File: src/rtl/calc_key_pkg.sv
// Shared scan codes, FSM state encoding, operator encoding and key classes for the calculator entry block.
// CALC_KEYPAD_EN selects whether the numeric-keypad digit codes are decoded; both code tables live here.
package calc_key_pkg;

  typedef enum logic [2:0] {
    S_A1  = 3'd0,
    S_A0  = 3'd1,
    S_OP  = 3'd2,
    S_B1  = 3'd3,
    S_B0  = 3'd4,
    S_EQ  = 3'd5,
    S_RES = 3'd6,
    S_BAD = 3'd7
  } state_t;

  typedef enum logic [1:0] {
    OP_ADD = 2'd0,
    OP_SUB = 2'd1,
    OP_MUL = 2'd2
  } op_t;

  typedef enum logic [2:0] {
    CLS_NONE  = 3'd0,
    CLS_DIGIT = 3'd1,
    CLS_OP    = 3'd2,
    CLS_ENTER = 3'd3,
    CLS_ESC   = 3'd4,
    CLS_BKSP  = 3'd5
  } key_class_t;

  localparam int NUM_DIGITS = 10;

  // Index n holds the scan code of digit n.
  localparam logic [NUM_DIGITS-1:0][8:0] MAIN_DIGIT_CODES = {
    9'h046, 9'h03E, 9'h03D, 9'h036, 9'h02E,
    9'h025, 9'h026, 9'h01E, 9'h016, 9'h045
  };
  localparam logic [NUM_DIGITS-1:0][8:0] KEYPAD_DIGIT_CODES = {
    9'h07D, 9'h075, 9'h06C, 9'h074, 9'h073,
    9'h06B, 9'h07A, 9'h072, 9'h069, 9'h070
  };

  localparam logic [8:0] CODE_ADD      = 9'h079;
  localparam logic [8:0] CODE_SUB      = 9'h07B;
  localparam logic [8:0] CODE_MUL      = 9'h07C;
  localparam logic [8:0] CODE_ENTER    = 9'h05A;
  localparam logic [8:0] CODE_ENTER_E0 = 9'h15A;
  localparam logic [8:0] CODE_ESC      = 9'h076;
  localparam logic [8:0] CODE_BKSP     = 9'h066;

  function automatic logic is_enter(input logic [8:0] code);
    return (code == CODE_ENTER) || (code == CODE_ENTER_E0);
  endfunction

endpackage

File: src/rtl/calc_key_if.sv
// Key-event inputs and BCD/status outputs of the calculator entry block.
// master drives keyboard events and observes the entry state; slave is the entry block itself.
interface calc_key_if;

  logic         key_valid;
  logic [8:0]   last_change;
  logic [511:0] key_down;
  logic [3:0]   dig_a1;
  logic [3:0]   dig_a0;
  logic [3:0]   dig_b1;
  logic [3:0]   dig_b0;
  logic [1:0]   op;
  logic [2:0]   state;
  logic         result_valid;
  logic         entry_err;

  modport master (
    output key_valid, last_change, key_down,
    input  dig_a1, dig_a0, dig_b1, dig_b0, op, state, result_valid, entry_err
  );

  modport slave (
    input  key_valid, last_change, key_down,
    output dig_a1, dig_a0, dig_b1, dig_b0, op, state, result_valid, entry_err
  );

endinterface

File: src/rtl/calc_scan_class.sv
// Typematic hold-off plus scan-code classification; emits a press strobe with key class and value.
// Keypad digits are decoded only when CALC_KEYPAD_EN is defined.
module calc_scan_class
  import calc_key_pkg::*;
(
  input  logic         clk,
  input  logic         reset,
  input  logic         key_valid,
  input  logic [8:0]   last_change,
  input  logic [511:0] key_down,
  output logic         press,
  output key_class_t   key_class,
  output logic [3:0]   key_value
);

  logic [8:0]            held_code_reg;
  logic                  held_valid_reg;
  logic                  is_make;
  logic                  repeat_hit;
  logic [NUM_DIGITS-1:0] main_hit;
  logic [NUM_DIGITS-1:0] pad_hit;
  logic [NUM_DIGITS-1:0] digit_hit;

  assign is_make    = key_down[last_change];
  assign repeat_hit = held_valid_reg && (held_code_reg == last_change);
  assign press      = key_valid && is_make && !repeat_hit;

  // Any unsuppressed make arms the hold-off, even if the FSM later rejects the key.
  always_ff @(posedge clk or negedge reset) begin
    if (!reset) begin
      held_code_reg  <= '0;
      held_valid_reg <= 1'b0;
    end else if (key_valid) begin
      if (is_make && !repeat_hit) begin
        held_code_reg  <= last_change;
        held_valid_reg <= 1'b1;
      end else if (!is_make && repeat_hit) begin
        held_valid_reg <= 1'b0;
      end
    end
  end

  for (genvar gi = 0; gi < NUM_DIGITS; gi++) begin : g_digit
    assign main_hit[gi] = (last_change == MAIN_DIGIT_CODES[gi]);
`ifdef CALC_KEYPAD_EN
    assign pad_hit[gi]  = (last_change == KEYPAD_DIGIT_CODES[gi]);
`else
    assign pad_hit[gi]  = 1'b0;
`endif
  end

  assign digit_hit = main_hit | pad_hit;

  always_comb begin
    key_class = CLS_NONE;
    key_value = 4'd0;
    for (int i = 0; i < NUM_DIGITS; i++) begin
      if (digit_hit[i]) begin
        key_class = CLS_DIGIT;
        key_value = 4'(i);
      end
    end
    if (last_change == CODE_ADD) begin
      key_class = CLS_OP;
      key_value = {2'b00, OP_ADD};
    end else if (last_change == CODE_SUB) begin
      key_class = CLS_OP;
      key_value = {2'b00, OP_SUB};
    end else if (last_change == CODE_MUL) begin
      key_class = CLS_OP;
      key_value = {2'b00, OP_MUL};
    end else if (is_enter(last_change)) begin
      key_class = CLS_ENTER;
    end else if (last_change == CODE_ESC) begin
      key_class = CLS_ESC;
    end else if (last_change == CODE_BKSP) begin
      key_class = CLS_BKSP;
    end
  end

endmodule

File: src/rtl/calc_key_entry.sv
// Two-operand calculator key-entry FSM: collects A (2 BCD digits), an operator and B, then Enter.
// Build with CALC_KEYPAD_EN defined to accept numeric-keypad digits as well.
module calc_key_entry
  import calc_key_pkg::*;
(
  input  logic       clk,
  input  logic       reset,
  calc_key_if.slave  bus
);

  logic       press;
  key_class_t key_class;
  logic [3:0] key_value;

  state_t     state_reg, state_next;
  logic [3:0] a1_reg, a1_next;
  logic [3:0] a0_reg, a0_next;
  logic [3:0] b1_reg, b1_next;
  logic [3:0] b0_reg, b0_next;
  logic [1:0] op_reg, op_next;
  logic       rv_reg, rv_next;
  logic       err_reg, err_next;

  calc_scan_class u_scan_class (
    .clk         (clk),
    .reset       (reset),
    .key_valid   (bus.key_valid),
    .last_change (bus.last_change),
    .key_down    (bus.key_down),
    .press       (press),
    .key_class   (key_class),
    .key_value   (key_value)
  );

  always_ff @(posedge clk or negedge reset) begin
    if (!reset) begin
      state_reg <= S_A1;
      a1_reg    <= 4'd0;
      a0_reg    <= 4'd0;
      b1_reg    <= 4'd0;
      b0_reg    <= 4'd0;
      op_reg    <= 2'd0;
      rv_reg    <= 1'b0;
      err_reg   <= 1'b0;
    end else begin
      state_reg <= state_next;
      a1_reg    <= a1_next;
      a0_reg    <= a0_next;
      b1_reg    <= b1_next;
      b0_reg    <= b0_next;
      op_reg    <= op_next;
      rv_reg    <= rv_next;
      err_reg   <= err_next;
    end
  end

  always_comb begin
    state_next = state_reg;
    a1_next    = a1_reg;
    a0_next    = a0_reg;
    b1_next    = b1_reg;
    b0_next    = b0_reg;
    op_next    = op_reg;
    rv_next    = 1'b0;
    err_next   = 1'b0;

    if (state_reg == S_BAD) begin
      state_next = S_A1;
    end else if (press) begin
      case (key_class)
        CLS_ESC: begin
          state_next = S_A1;
          a1_next    = 4'd0;
          a0_next    = 4'd0;
          b1_next    = 4'd0;
          b0_next    = 4'd0;
          op_next    = 2'd0;
        end
        // Step back one state and forget the field that state had captured.
        CLS_BKSP: begin
          case (state_reg)
            S_A0:    begin state_next = S_A1; a1_next = 4'd0; end
            S_OP:    begin state_next = S_A0; a0_next = 4'd0; end
            S_B1:    begin state_next = S_OP; op_next = 2'd0; end
            S_B0:    begin state_next = S_B1; b1_next = 4'd0; end
            S_EQ:    begin state_next = S_B0; b0_next = 4'd0; end
            S_RES:   state_next = S_EQ;
            default: state_next = state_reg;
          endcase
        end
        CLS_DIGIT: begin
          case (state_reg)
            S_A1: begin a1_next = key_value; state_next = S_A0; end
            S_A0: begin a0_next = key_value; state_next = S_OP; end
            S_B1: begin b1_next = key_value; state_next = S_B0; end
            S_B0: begin b0_next = key_value; state_next = S_EQ; end
            S_RES: begin
              a1_next    = key_value;
              a0_next    = 4'd0;
              b1_next    = 4'd0;
              b0_next    = 4'd0;
              op_next    = 2'd0;
              state_next = S_A0;
            end
            default: err_next = 1'b1;
          endcase
        end
        CLS_OP: begin
          if (state_reg == S_OP) begin
            op_next    = key_value[1:0];
            state_next = S_B1;
          end else begin
            err_next = 1'b1;
          end
        end
        CLS_ENTER: begin
          if (state_reg == S_EQ) begin
            state_next = S_RES;
            rv_next    = 1'b1;
          end else begin
            err_next = 1'b1;
          end
        end
        default: err_next = 1'b1;
      endcase
    end
  end

  assign bus.dig_a1       = a1_reg;
  assign bus.dig_a0       = a0_reg;
  assign bus.dig_b1       = b1_reg;
  assign bus.dig_b0       = b0_reg;
  assign bus.op           = op_reg;
  assign bus.state        = state_reg;
  assign bus.result_valid = rv_reg;
  assign bus.entry_err    = err_reg;

endmodule

File: src/flat_wrapper.sv
// flat-port wrapper written by rule: the top's interface ports become plain ports
module calc_key_entry_flat import calc_key_pkg::*;
  (clk, reset, bus_key_valid, bus_last_change, bus_key_down, bus_dig_a1, bus_dig_a0, bus_dig_b1, bus_dig_b0, bus_op, bus_state, bus_result_valid, bus_entry_err);
  calc_key_if bus_i ();
  input  logic clk;
  input  logic reset;
  input wire logic [$bits(bus_i.key_valid)-1:0] bus_key_valid;
  input wire logic [$bits(bus_i.last_change)-1:0] bus_last_change;
  input wire logic [$bits(bus_i.key_down)-1:0] bus_key_down;
  output wire logic [$bits(bus_i.dig_a1)-1:0] bus_dig_a1;
  output wire logic [$bits(bus_i.dig_a0)-1:0] bus_dig_a0;
  output wire logic [$bits(bus_i.dig_b1)-1:0] bus_dig_b1;
  output wire logic [$bits(bus_i.dig_b0)-1:0] bus_dig_b0;
  output wire logic [$bits(bus_i.op)-1:0] bus_op;
  output wire logic [$bits(bus_i.state)-1:0] bus_state;
  output wire logic [$bits(bus_i.result_valid)-1:0] bus_result_valid;
  output wire logic [$bits(bus_i.entry_err)-1:0] bus_entry_err;
  assign bus_i.key_valid = bus_key_valid;
  assign bus_i.last_change = bus_last_change;
  assign bus_i.key_down = bus_key_down;
  assign bus_dig_a1 = bus_i.dig_a1;
  assign bus_dig_a0 = bus_i.dig_a0;
  assign bus_dig_b1 = bus_i.dig_b1;
  assign bus_dig_b0 = bus_i.dig_b0;
  assign bus_op = bus_i.op;
  assign bus_state = bus_i.state;
  assign bus_result_valid = bus_i.result_valid;
  assign bus_entry_err = bus_i.entry_err;
  calc_key_entry u_core (.clk(clk), .reset(reset), .bus(bus_i));
endmodule
File: config.mk
export PLATFORM = sky130hd
export DESIGN_NAME = calc_key_entry_flat
export DESIGN_NICKNAME = d
export VERILOG_FILES = /design/src/rtl/calc_key_pkg.sv /design/src/rtl/calc_key_if.sv /design/src/rtl/calc_scan_class.sv /design/src/rtl/calc_key_entry.sv /design/src/flat_wrapper.sv
export SDC_FILE = /design/constraint.sdc
export NUM_CORES = 1
export LEC_CHECK = 0
export CORE_AREA = 2 2 214 216
export DETAILED_ROUTE_END_ITERATION = 7
export DIE_AREA = 0 0 216 218
export PLACE_DENSITY = 0.43
export SLEW_MARGIN = 10
export SYNTH_ARGS = -nofsm -noshare
export SYNTH_HDL_FRONTEND = slang
export SYNTH_SLANG_ARGS = --single-unit
File: constraint.sdc
create_clock -name clk -period 4.4 [get_ports clk]
set_clock_uncertainty 0.2 [all_clocks]
set_input_delay 0.88 -clock clk [delete_from_list [all_inputs] [get_ports clk]]
set_output_delay 0.88 -clock clk [all_outputs]
set_load 0.02 [all_outputs]
==> impl_table.tex, run 1 <==
\begin{tabular}{lr}
\hline
Metric & Value \\
\hline
\multicolumn{2}{l}{\textbf{Global routing}} \\
\quad Overall routing resource usage & 0.1634 \\
\quad Antenna violations before repair & 6 \\
\quad Overflow left after global routing & 0 \\
\quad Maximum number of pins on one net before global-route repair & 34 \\
\quad Global-route wire length before repair & 56700 microns \\
\quad Number of global-route vias before repair & 8499 \\
\multicolumn{2}{l}{\textbf{CTS}} \\
\quad Post\_cts resized & 0 \\
\quad CTS clock-pin slew for the worst setup and hold paths & 0.06 ns \\
\quad Number of buffers inserted during clock tree synthesis & 5 \\
\quad Post-CTS setup buffer count & 0 \\
\quad Clock buffer depth & 2 \\
\quad Clock root buffer & clkbuf\_16 \\
\quad Insertion delay to the later sink of the worst-skew pair & 0.28 ns \\
\quad Hold bufs inserted after CTS & 0 \\
\quad Clock tree from TritonCTS & yes \\
\quad \# clock sinks & 33 \\
\quad Deepest level of the CTS H-tree & 2 \\
\multicolumn{2}{l}{\textbf{Logic synthesis}} \\
\quad Synthesis-stage register bit count & 33 \\
\quad Most common library cells after synthesis & 100 x mux4\_2, 72 x mux2i\_1, 33 x dfrtp\_1, 33 x nand2\_1 \\
\quad Number of different library cells in the post-synthesis netlist & 66 \\
\quad Most used flip-flop cell after synthesis & dfrtp\_1 \\
\quad Synth Net Count & 1098 \\
\quad Most common cell in the synthesized netlist & mux4\_2 \\
\quad Number of warning messages in the yosys log & 0 \\
\quad Share of synthesized registers carrying an async set or reset & 1.000 \\
\quad Combined area of all synthesized cells & 6599 sq um \\
\quad Mapped Cells & 573 \\
\quad Share of the synthesized area in the top cell type & 0.3413 \\
\quad Seq/Total Area, Yosys & 0.1251 \\
\quad Synthesized area per cell & 11.52 sq um \\
\quad Number of synthesized flops with an enable pin & 0 \\
\quad Top area cells in the synthesized netlist & mux4\_2 34\%, dfrtp\_1 13\%, mux2i\_1 11\%, mux4\_1 6.0\%, mux2\_2 4.3\% \\
\quad Cell type with the largest total area after synthesis & mux4\_2 \\
\multicolumn{2}{l}{\textbf{Timing}} \\
\quad Count of endpoints failing hold in the final timing report & 0 \\
\quad Worst-Margin Slew & 0.8982 ns \\
\quad Shortest period the worst path allows & 4.204 ns \\
\quad Period utilization & 0.9555 \\
\quad Sum Neg Setup Slack & 0 ns \\
\quad Relative slew slack & 0.3990 \\
\quad RSZ-0062 raised after global routing & no \\
\quad Setup-failing EPs final & 0 \\
\quad Max Slew Vio Count & 0 \\
\quad Minimum hold slack & 0.2951 ns \\
\quad Max Clk Rate & 0.2379 GHz \\
\multicolumn{2}{l}{\textbf{Cells and area}} \\
\quad Area grow syn2layout & 97.90\% \\
\quad Flip-flop count of the largest register after layout & 9 \\
\quad Utilization of the core after routing & 0.2909 \\
\quad Seq. cell area & 825.8 sq um \\
\quad Count of fill cells added during filler insertion & 4683 \\
\quad Net count reported at finish & 1650 \\
\quad Footprint of the multi-input gates & 5265 sq um \\
\quad Final non-filler cell area & 13060 sq um \\
\quad Fraction of final layout cells with drive strength greater than 1 & 0.1883 \\
\multicolumn{2}{l}{\textbf{Pwr}} \\
\quad Total power draw & 1.872 mW \\
\quad Switching part of the total & 0.2999 \\
\quad Clock share of power & 0.183 \\
\quad Fraction of power consumed by sequential logic & 0.196 \\
\quad Relative contribution of combinational cells to total power & 0.621 \\
\quad Peak ir drop on the vdd network & 0.1019 mV \\
\quad Cell internal power dissipation & 1.311 mW \\
\quad P\_sw & 0.5614 mW \\
\quad Leakage power & 4.874 nW \\
\quad Pwr per Cell Area & 143.4 nW/um\^{}2 \\
\multicolumn{2}{l}{\textbf{Setup path}} \\
\quad Data arrival time of the critical path & 4.17 ns \\
\quad Required time of the critical path & 4.36 ns \\
\quad Setup Crit Path Kind & primary input to register \\
\quad Critical Path End Type & register \\
\quad Kind of start point of the critical path & primary input \\
\quad CP startpoint & bus\_last\_change[0] \\
\quad Maximum fanout along the worst path & 25 \\
\quad Worst R2R Start & u\_core.bus.state[1]\$\_DFFE\_PN0P\_ \\
\multicolumn{2}{l}{\textbf{Worst hold path}} \\
\quad Hold Path Origin & u\_core.u\_scan\_class.held\_code\_reg[4]\$\_DFFE\_PN0P\_ \\
\quad Path category of the worst min-delay check & register to register \\
\multicolumn{2}{l}{\textbf{Drt}} \\
\quad Vias per cell & 4.406 \\
\quad Number of detailed-routing iterations run before antenna repair & 5 \\
\quad DRC marker count from the first detailed-route iteration & 488 \\
\quad Detail Route Antenna Nets & 0 \\
\quad Routed wire per std cell & 23.19 microns \\
\quad Overall via count from detail\_route & 7626 \\
\quad Routed WL & 40130 microns \\
\quad DRC viols & 0 \\
\multicolumn{2}{l}{\textbf{Die}} \\
\quad Placement Rows & 78 \\
\quad Total die area & 47090 sq um \\
\quad Count of pins on the block boundary & 547 \\
\quad Die boundary width & 216 microns \\
\quad Vertical die dimension & 218 microns \\
\quad Floorplan Core Area & 44890 sq um \\
\quad Initial core utilization & 0.1470 \\
\multicolumn{2}{l}{\textbf{Place}} \\
\quad Count of buffers from port buffering & 546 \\
\quad Post-detail-place hpwl & 35360 microns \\
\quad RD Place Congestion & 0.8691 \\
\quad Post-DP Area & 12900 sq um \\
\multicolumn{2}{l}{\textbf{Job}} \\
\quad Max-cap viol count & 0 \\
\multicolumn{2}{l}{\textbf{Run status}} \\
\quad Run status & finished clean \\
\hline
\end{tabular}
[power groups by stage]
| stage | registers (mW) | clock network, mW | logic [mW] |
|---|---|---|---|
| floorplan | 0.383 | 0 | 0.478 |
| global placement | 0.372 | 0 | 1.17 |
| detailed placement | 0.372 | 0 | 1.18 |
| CTS | 0.366 | 0.354 | 1.18 |
| global route | 0.372 | 0.370 | 1.24 |
| finish | 0.366 | 0.343 | 1.16 |
[worst max-delay path: stages]
cell and delay [ns]:
buf_8 0.23, buf_4 0.26, mux4_2 0.53, a22o_1 0.24, a2111oi_0 0.47, buf_4 0.20, o41ai_1 0.06, a21oi_1 0.26
a32oi_4 0.10, and2_1 0.18, ha_1 0.19, nand2_1 0.08, buf_4 0.15, mux2_2 0.33
[path summary, 6_finish.rpt]
path,cells past startpoint,end,slack [ns]
setup / recovery,14,u_core.u_scan_class.held_code_reg[8]$_DFFE_PN0P_,0.20
hold / removal,2,u_core.u_scan_class.held_code_reg[4]$_DFFE_PN0P_,0.30
setup reg to reg,7,u_core.bus.state[0]$_DFFE_PN0P_,1.87
hold reg to reg,2,u_core.u_scan_class.held_code_reg[4]$_DFFE_PN0P_,0.30
max in group asynchronous,2,u_core.u_scan_class.held_code_reg[3]$_DFFE_PN0P_,2.86
min in group asynchronous,2,u_core.bus.dig_b1[1]$_DFFE_PN0P_,0.83
[logic make-up (layout without fill, tap and decap cells)]
kind of cell	count (synthesis)	in the layout	share of synthesized area
AND/OR/NAND/NOR	135	135	0.1066
flip-flops	33	33	0.1251
AO/OA/AOI/OAI	106	106	0.1183
buffers and inverters	73	626	0.07698
other	0	5	0
multiplexers	213	213	0.5552
XOR/XNOR	12	12	0.01593
adder cells (fa/ha/maj)	1	1	0.001896
[layout by cell type (no fill, tap or decap), types with 3 or more instances in the layout]
cell,instances
nand2_1,33
o311a_1,3
o21ai_0,11
and2_1,6
clkbuf_16,5
buf_4,55
diode_2,5
mux2_2,25
o22ai_1,3
nor2b_1,9
nand3_1,18
nor2_1,21
mux2i_1,72
nor4_1,7
a211oi_1,4
and3_1,6
nand3_2,3
xor2_1,10
clkdlybuf4s50_1,541
nand2b_1,5
a21oi_1,20
mux4_1,15
a31oi_1,5
buf_12,8
dfrtp_1,33
a22oi_1,25
o2bb2ai_1,3
mux4_2,100
a311oi_1,4
nand4_1,4
inv_1,9
nor3_1,12
o211ai_1,7
[cell type report]
| cell class | count | area share |
|---|---|---|
| timing repair buffer | 608 | 0.4613 |
| multi-input combinational | 467 | 0.4032 |
| sequential | 33 | 0.06324 |
| tap | 600 | 0.05749 |
| clock buffer | 5 | 0.009581 |
| inverter | 10 | 0.002874 |
| clock inverter | 3 | 0.001341 |
| antenna | 5 | 0.0009581 |
[metrics by stage]
step	worst slack, ns	cells
5_1_grt	0.01544	1729
6_report	0.1958	1731
4_1_cts	0.1200	1726
3_5_place_dp	-0.1593	1718
3_3_place_gp	-0.2357	1718
2_1_floorplan	0.2234	573
[routing by layer]
layer,track usage,vias up,share of wire
met3,0.03794,26,0.067
met1,0.1921,3769,0.39
met4,0.01872,2,0.0096
met5,0,-,0.00032
li1,-,3505,-
met2,0.3089,324,0.53
(Power assumes the default switching activity.)
==> run 2, diff against run 1 <==
CORE_AREA = 2 2 215 217   (was 2 2 214 216)
DIE_AREA = 0 0 217 219   (was 0 0 216 218)
SYNTH_HIERARCHICAL = 1   (was not set)
clock period = 3.9 ns   (was 4.4 ns; I/O delays follow)
==> run 2 against run 1 <==
Net effect:
- the flow now finishes with violations (setup timing)
- synthesized cell count grew 10%
- non-clock buffer count rose by 117
- cell count up 9.9%
- worst hold slack better by 0.0015 ns
- cell area increased by 12%
- sequential share of layout area decreased by 0.67 points
- combinational power up 29%
- core utilization increased by 3.3 points
- worst setup slack got worse by 0.20 ns
- register-to-register slack worse by 0.86 ns
==> impl_table.tex, run 2 <==
\begin{tabular}{lr}
\hline
Metric & Value \\
\hline
\multicolumn{2}{l}{\textbf{Logic synthesis}} \\
\quad Number of warning messages in the yosys log & 6 \\
\quad Mapped Cells & 631 \\
\quad Synthesis-stage register bit count & 33 \\
\quad Top area cells in the synthesized netlist & mux4\_2 29\%, mux2i\_1 13\%, dfrtp\_1 12\%, a22oi\_1 6.0\%, mux4\_1 3.9\% \\
\quad Cell type with the largest total area after synthesis & mux4\_2 \\
\quad Share of the synthesized area in the top cell type & 0.2873 \\
\quad Most common library cells after synthesis & 87 x mux2i\_1, 85 x mux4\_2, 53 x a22oi\_1, 34 x nand2\_1, 33 x dfrtp\_1 \\
\quad Synth Net Count & 1156 \\
\quad Synthesized area per cell & 10.56 sq um \\
\quad Number of different library cells in the post-synthesis netlist & 69 \\
\quad Most used flip-flop cell after synthesis & dfrtp\_1 \\
\quad Share of synthesized registers carrying an async set or reset & 1.000 \\
\quad Combined area of all synthesized cells & 6663 sq um \\
\quad Seq/Total Area, Yosys & 0.1239 \\
\quad Number of synthesized flops with an enable pin & 0 \\
\quad Most common cell in the synthesized netlist & mux2i\_1 \\
\multicolumn{2}{l}{\textbf{Cells and area}} \\
\quad Flip-flop count of the largest register after layout & 9 \\
\quad Leading cell type in the layout, fill and taps excluded & clkdlybuf4s50\_1 \\
\quad Fraction of final layout cells with drive strength greater than 1 & 0.2825 \\
\quad Area grow syn2layout & 119.2\% \\
\quad Leading cell types in the layout, fill and taps excluded & 510 x clkdlybuf4s50\_1, 148 x buf\_4, 92 x mux4\_2 \\
\quad Net count reported at finish & 1823 \\
\quad Final non-filler cell area & 14610 sq um \\
\quad Non-Filler Instances & 1903 \\
\multicolumn{2}{l}{\textbf{Setup path}} \\
\quad Data arrival time of the critical path & 3.86 ns \\
\quad Required time of the critical path & 3.86 ns \\
\quad CP Buf/Inv Count & 5 \\
\quad Setup Crit Path Kind & primary input to register \\
\quad Crit path max-delay family & simple AND/OR/NAND/NOR gates \\
\quad Reg-to-reg slack, setup & 1.01 ns \\
\quad Critical Path End Type & register \\
\quad Slowest Stage Delay on Critical Path & 0.56 ns \\
\quad CP cell instances & buf\_16 -> buf\_16 -> buf\_4 -> mux2i\_1 -> a22oi\_2 -> buf\_4 -> nand4\_1 -> a21oi\_2 -> o31ai\_4 -> nor4\_4 -> inv\_1 -> or4b\_4 -> a31oi\_4 -> mux2\_4 \\
\quad Kind of start point of the critical path & primary input \\
\quad Slowest cell on the critical path & or4b\_4 \\
\quad Maximum fanout along the worst path & 9 \\
\multicolumn{2}{l}{\textbf{Timing}} \\
\quad Relative slew slack & 0.5590 \\
\quad Period utilization & 1.000 \\
\quad Setup-failing EPs final & 1 \\
\quad Smallest setup slack after layout & -0.000008438 ns \\
\quad RSZ-0062 raised after global routing & yes \\
\quad Max Slew Vio Count & 0 \\
\quad Count of endpoints failing hold in the final timing report & 0 \\
\quad Shortest period the worst path allows & 3.900 ns \\
\quad Worst-Margin Slew & 0.6615 ns \\
\quad Sum Neg Setup Slack & -0.000008438 ns \\
\quad Max Clk Rate & 0.2564 GHz \\
\multicolumn{2}{l}{\textbf{Pwr}} \\
\quad Pwr per Cell Area & 157.5 nW/um\^{}2 \\
\quad P\_sw & 0.7289 mW \\
\quad Cell internal power dissipation & 1.572 mW \\
\quad Fraction of power consumed by sequential logic & 0.181 \\
\quad Relative contribution of combinational cells to total power & 0.653 \\
\quad Leakage power & 5.683 nW \\
\quad Peak ir drop on the vdd network & 0.1516 mV \\
\quad Switching part of the total & 0.3168 \\
\quad Clock share of power & 0.166 \\
\multicolumn{2}{l}{\textbf{Global routing}} \\
\quad Overflow left after global routing & 0 \\
\quad Overall routing resource usage & 0.1813 \\
\quad Number of global-route vias before repair & 9303 \\
\quad Global-route wire length before repair & 62960 microns \\
\quad Antenna violations before repair & 5 \\
\quad Maximum number of pins on one net before global-route repair & 34 \\
\multicolumn{2}{l}{\textbf{Job}} \\
\quad Max-cap viol count & 0 \\
\multicolumn{2}{l}{\textbf{CTS}} \\
\quad Deepest level of the CTS H-tree & 2 \\
\quad Hold bufs inserted after CTS & 0 \\
\quad \# clock sinks & 33 \\
\quad Number of buffers inserted during clock tree synthesis & 5 \\
\quad CTS clock-pin slew for the worst setup and hold paths & 0.05 ns \\
\quad Clock root buffer & clkbuf\_16 \\
\quad Clock buffer depth & 2 \\
\quad Insertion delay to the later sink of the worst-skew pair & 0.28 ns \\
\quad Clock tree from TritonCTS & yes \\
\multicolumn{2}{l}{\textbf{Die}} \\
\quad Floorplan Core Area & 45090 sq um \\
\quad Count of pins on the block boundary & 547 \\
\quad Die boundary width & 217 microns \\
\quad Placement Rows & 78 \\
\quad Initial core utilization & 0.1478 \\
\quad Total die area & 47520 sq um \\
\quad Vertical die dimension & 219 microns \\
\multicolumn{2}{l}{\textbf{Drt}} \\
\quad Number of detailed-routing iterations run before antenna repair & 5 \\
\quad Routed WL & 45300 microns \\
\quad Routed wire per std cell & 23.80 microns \\
\quad Detail Route Antenna Nets & 0 \\
\quad DRC marker count from the first detailed-route iteration & 424 \\
\quad DRC viols & 0 \\
\quad Overall via count from detail\_route & 8460 \\
\quad Vias per cell & 4.446 \\
\multicolumn{2}{l}{\textbf{Place}} \\
\quad Post-placement worst setup slack & -0.5549 ns \\
\quad Cells after DPL & 1868 \\
\quad Post-DP Area & 13780 sq um \\
\quad RD Place Congestion & 0.8404 \\
\quad Post-detail-place hpwl & 39240 microns \\
\quad Count of buffers from port buffering & 546 \\
\multicolumn{2}{l}{\textbf{Run status}} \\
\quad Failing checks & setup timing \\
\quad Run status & finished, violations left \\
\multicolumn{2}{l}{\textbf{Worst hold path}} \\
\quad Path category of the worst min-delay check & register to register \\
\hline
\end{tabular}
## run 2: changes by cell type after synthesis, sizes merged, moves of 5 or more
cell,delta
a22oi,+27
mux4,-20
mux2i,+15
buf,+9
a31oi,+8
nor2,+8
clkbuf,-7
nand2b,+6
nor3,-6
a21oi,+5
nand3b,+5
o211ai,-5
## run 2: path summary, 6_finish.rpt
kind	from	end	cells after the start
setup / recovery	bus_last_change[0]	u_core/bus.dig_b1[1]$_DFFE_PN0P_	14
hold / removal	u_core/u_scan_class/held_code_reg[6]$_DFFE_PN0P_	u_core/u_scan_class/held_code_reg[6]$_DFFE_PN0P_	2
setup reg to reg	u_core/u_scan_class/held_code_reg[6]$_DFFE_PN0P_	u_core/bus.dig_b1[1]$_DFFE_PN0P_	9
hold reg to reg	u_core/u_scan_class/held_code_reg[6]$_DFFE_PN0P_	u_core/u_scan_class/held_code_reg[6]$_DFFE_PN0P_	2
max in group asynchronous	reset	u_core/u_scan_class/held_code_reg[8]$_DFFE_PN0P_	2
min in group asynchronous	reset	u_core/bus.dig_b0[1]$_DFFE_PN0P_	2
## run 2: cells by family (layout without fill, tap and decap cells)
| group | after synthesis | after routing | share of synthesized area |
|---|---|---|---|
| DFF | 33 | 33 | 0.1239 |
| and+or+nand+nor | 159 | 159 | 0.1275 |
| muxes | 205 | 205 | 0.4963 |
| adders and majority gates | 1 | 1 | 0.001878 |
| AOI/OAI and AO/OA | 145 | 145 | 0.1598 |
| xor gates and xnor gates | 12 | 12 | 0.01578 |
| buffers and inverters | 76 | 744 | 0.07474 |
| other | 0 | 4 | 0 |
## run 2: layout make-up
type                    count  area (sq um)
flip-flops and latches     33         825.8
clock buffers               5         125.1
multi-input cells         522          5625
fillers                  4723         30480
diodes                      4         10.01
repair buffers            725          7211
clock inverters             3         17.52
inverters                  11         41.29
well taps                 600         750.7
## run 2: metrics by stage
step / utilization / power [mW] / hold WS (ns)
2_1_floorplan: - / 0.9499 / 0.2689
3_3_place_gp: 0.3056 / 1.840 / 0.2845
3_5_place_dp: 0.3056 / 1.847 / 0.2899
4_1_cts: 0.3161 / 2.298 / 0.3024
5_1_grt: 0.3240 / 2.442 / 0.3337
6_report: 0.3240 / 2.301 / 0.2966
## run 2: timing repair
item / 4_1_cts / 5_1_grt
endpoints found under the setup margin: 12 / 22
pin swaps: 18 / 17
gates cloned: 5 / 2
buffers inserted: 6 / 12
resized for setup: 70 / 53
## run 2: per-layer routing
| layer | GRT usage | wire, microns | vias up |
|---|---|---|---|
| li1 | - | - | 3928 |
| met1 | 0.2110 | 17620 | 4127 |
| met2 | 0.3412 | 23900 | 359 |
| met3 | 0.03770 | 2916 | 46 |
| met4 | 0.03539 | 862 | 0 |
| met5 | 0 | 0 | - |
## run 2: power by group through the flow
stage / Sequential, mW / Combinational, mW / Clock, mW
5_1_grt: 0.423 / 1.60 / 0.417
6_report: 0.417 / 1.50 / 0.382
3_5_place_dp: 0.424 / 1.42 / 0
4_1_cts: 0.418 / 1.48 / 0.397
2_1_floorplan: 0.431 / 0.519 / 0
3_3_place_gp: 0.422 / 1.42 / 0
## run 2: tightest hold or removal path, delay by kind of cell (launching register included)
kind | cells | cell delay [ns]
DFF | 1 | 0.36
AOI/OAI and AO/OA | 1 | 0.05
and+or+nand+nor | 1 | 0.05
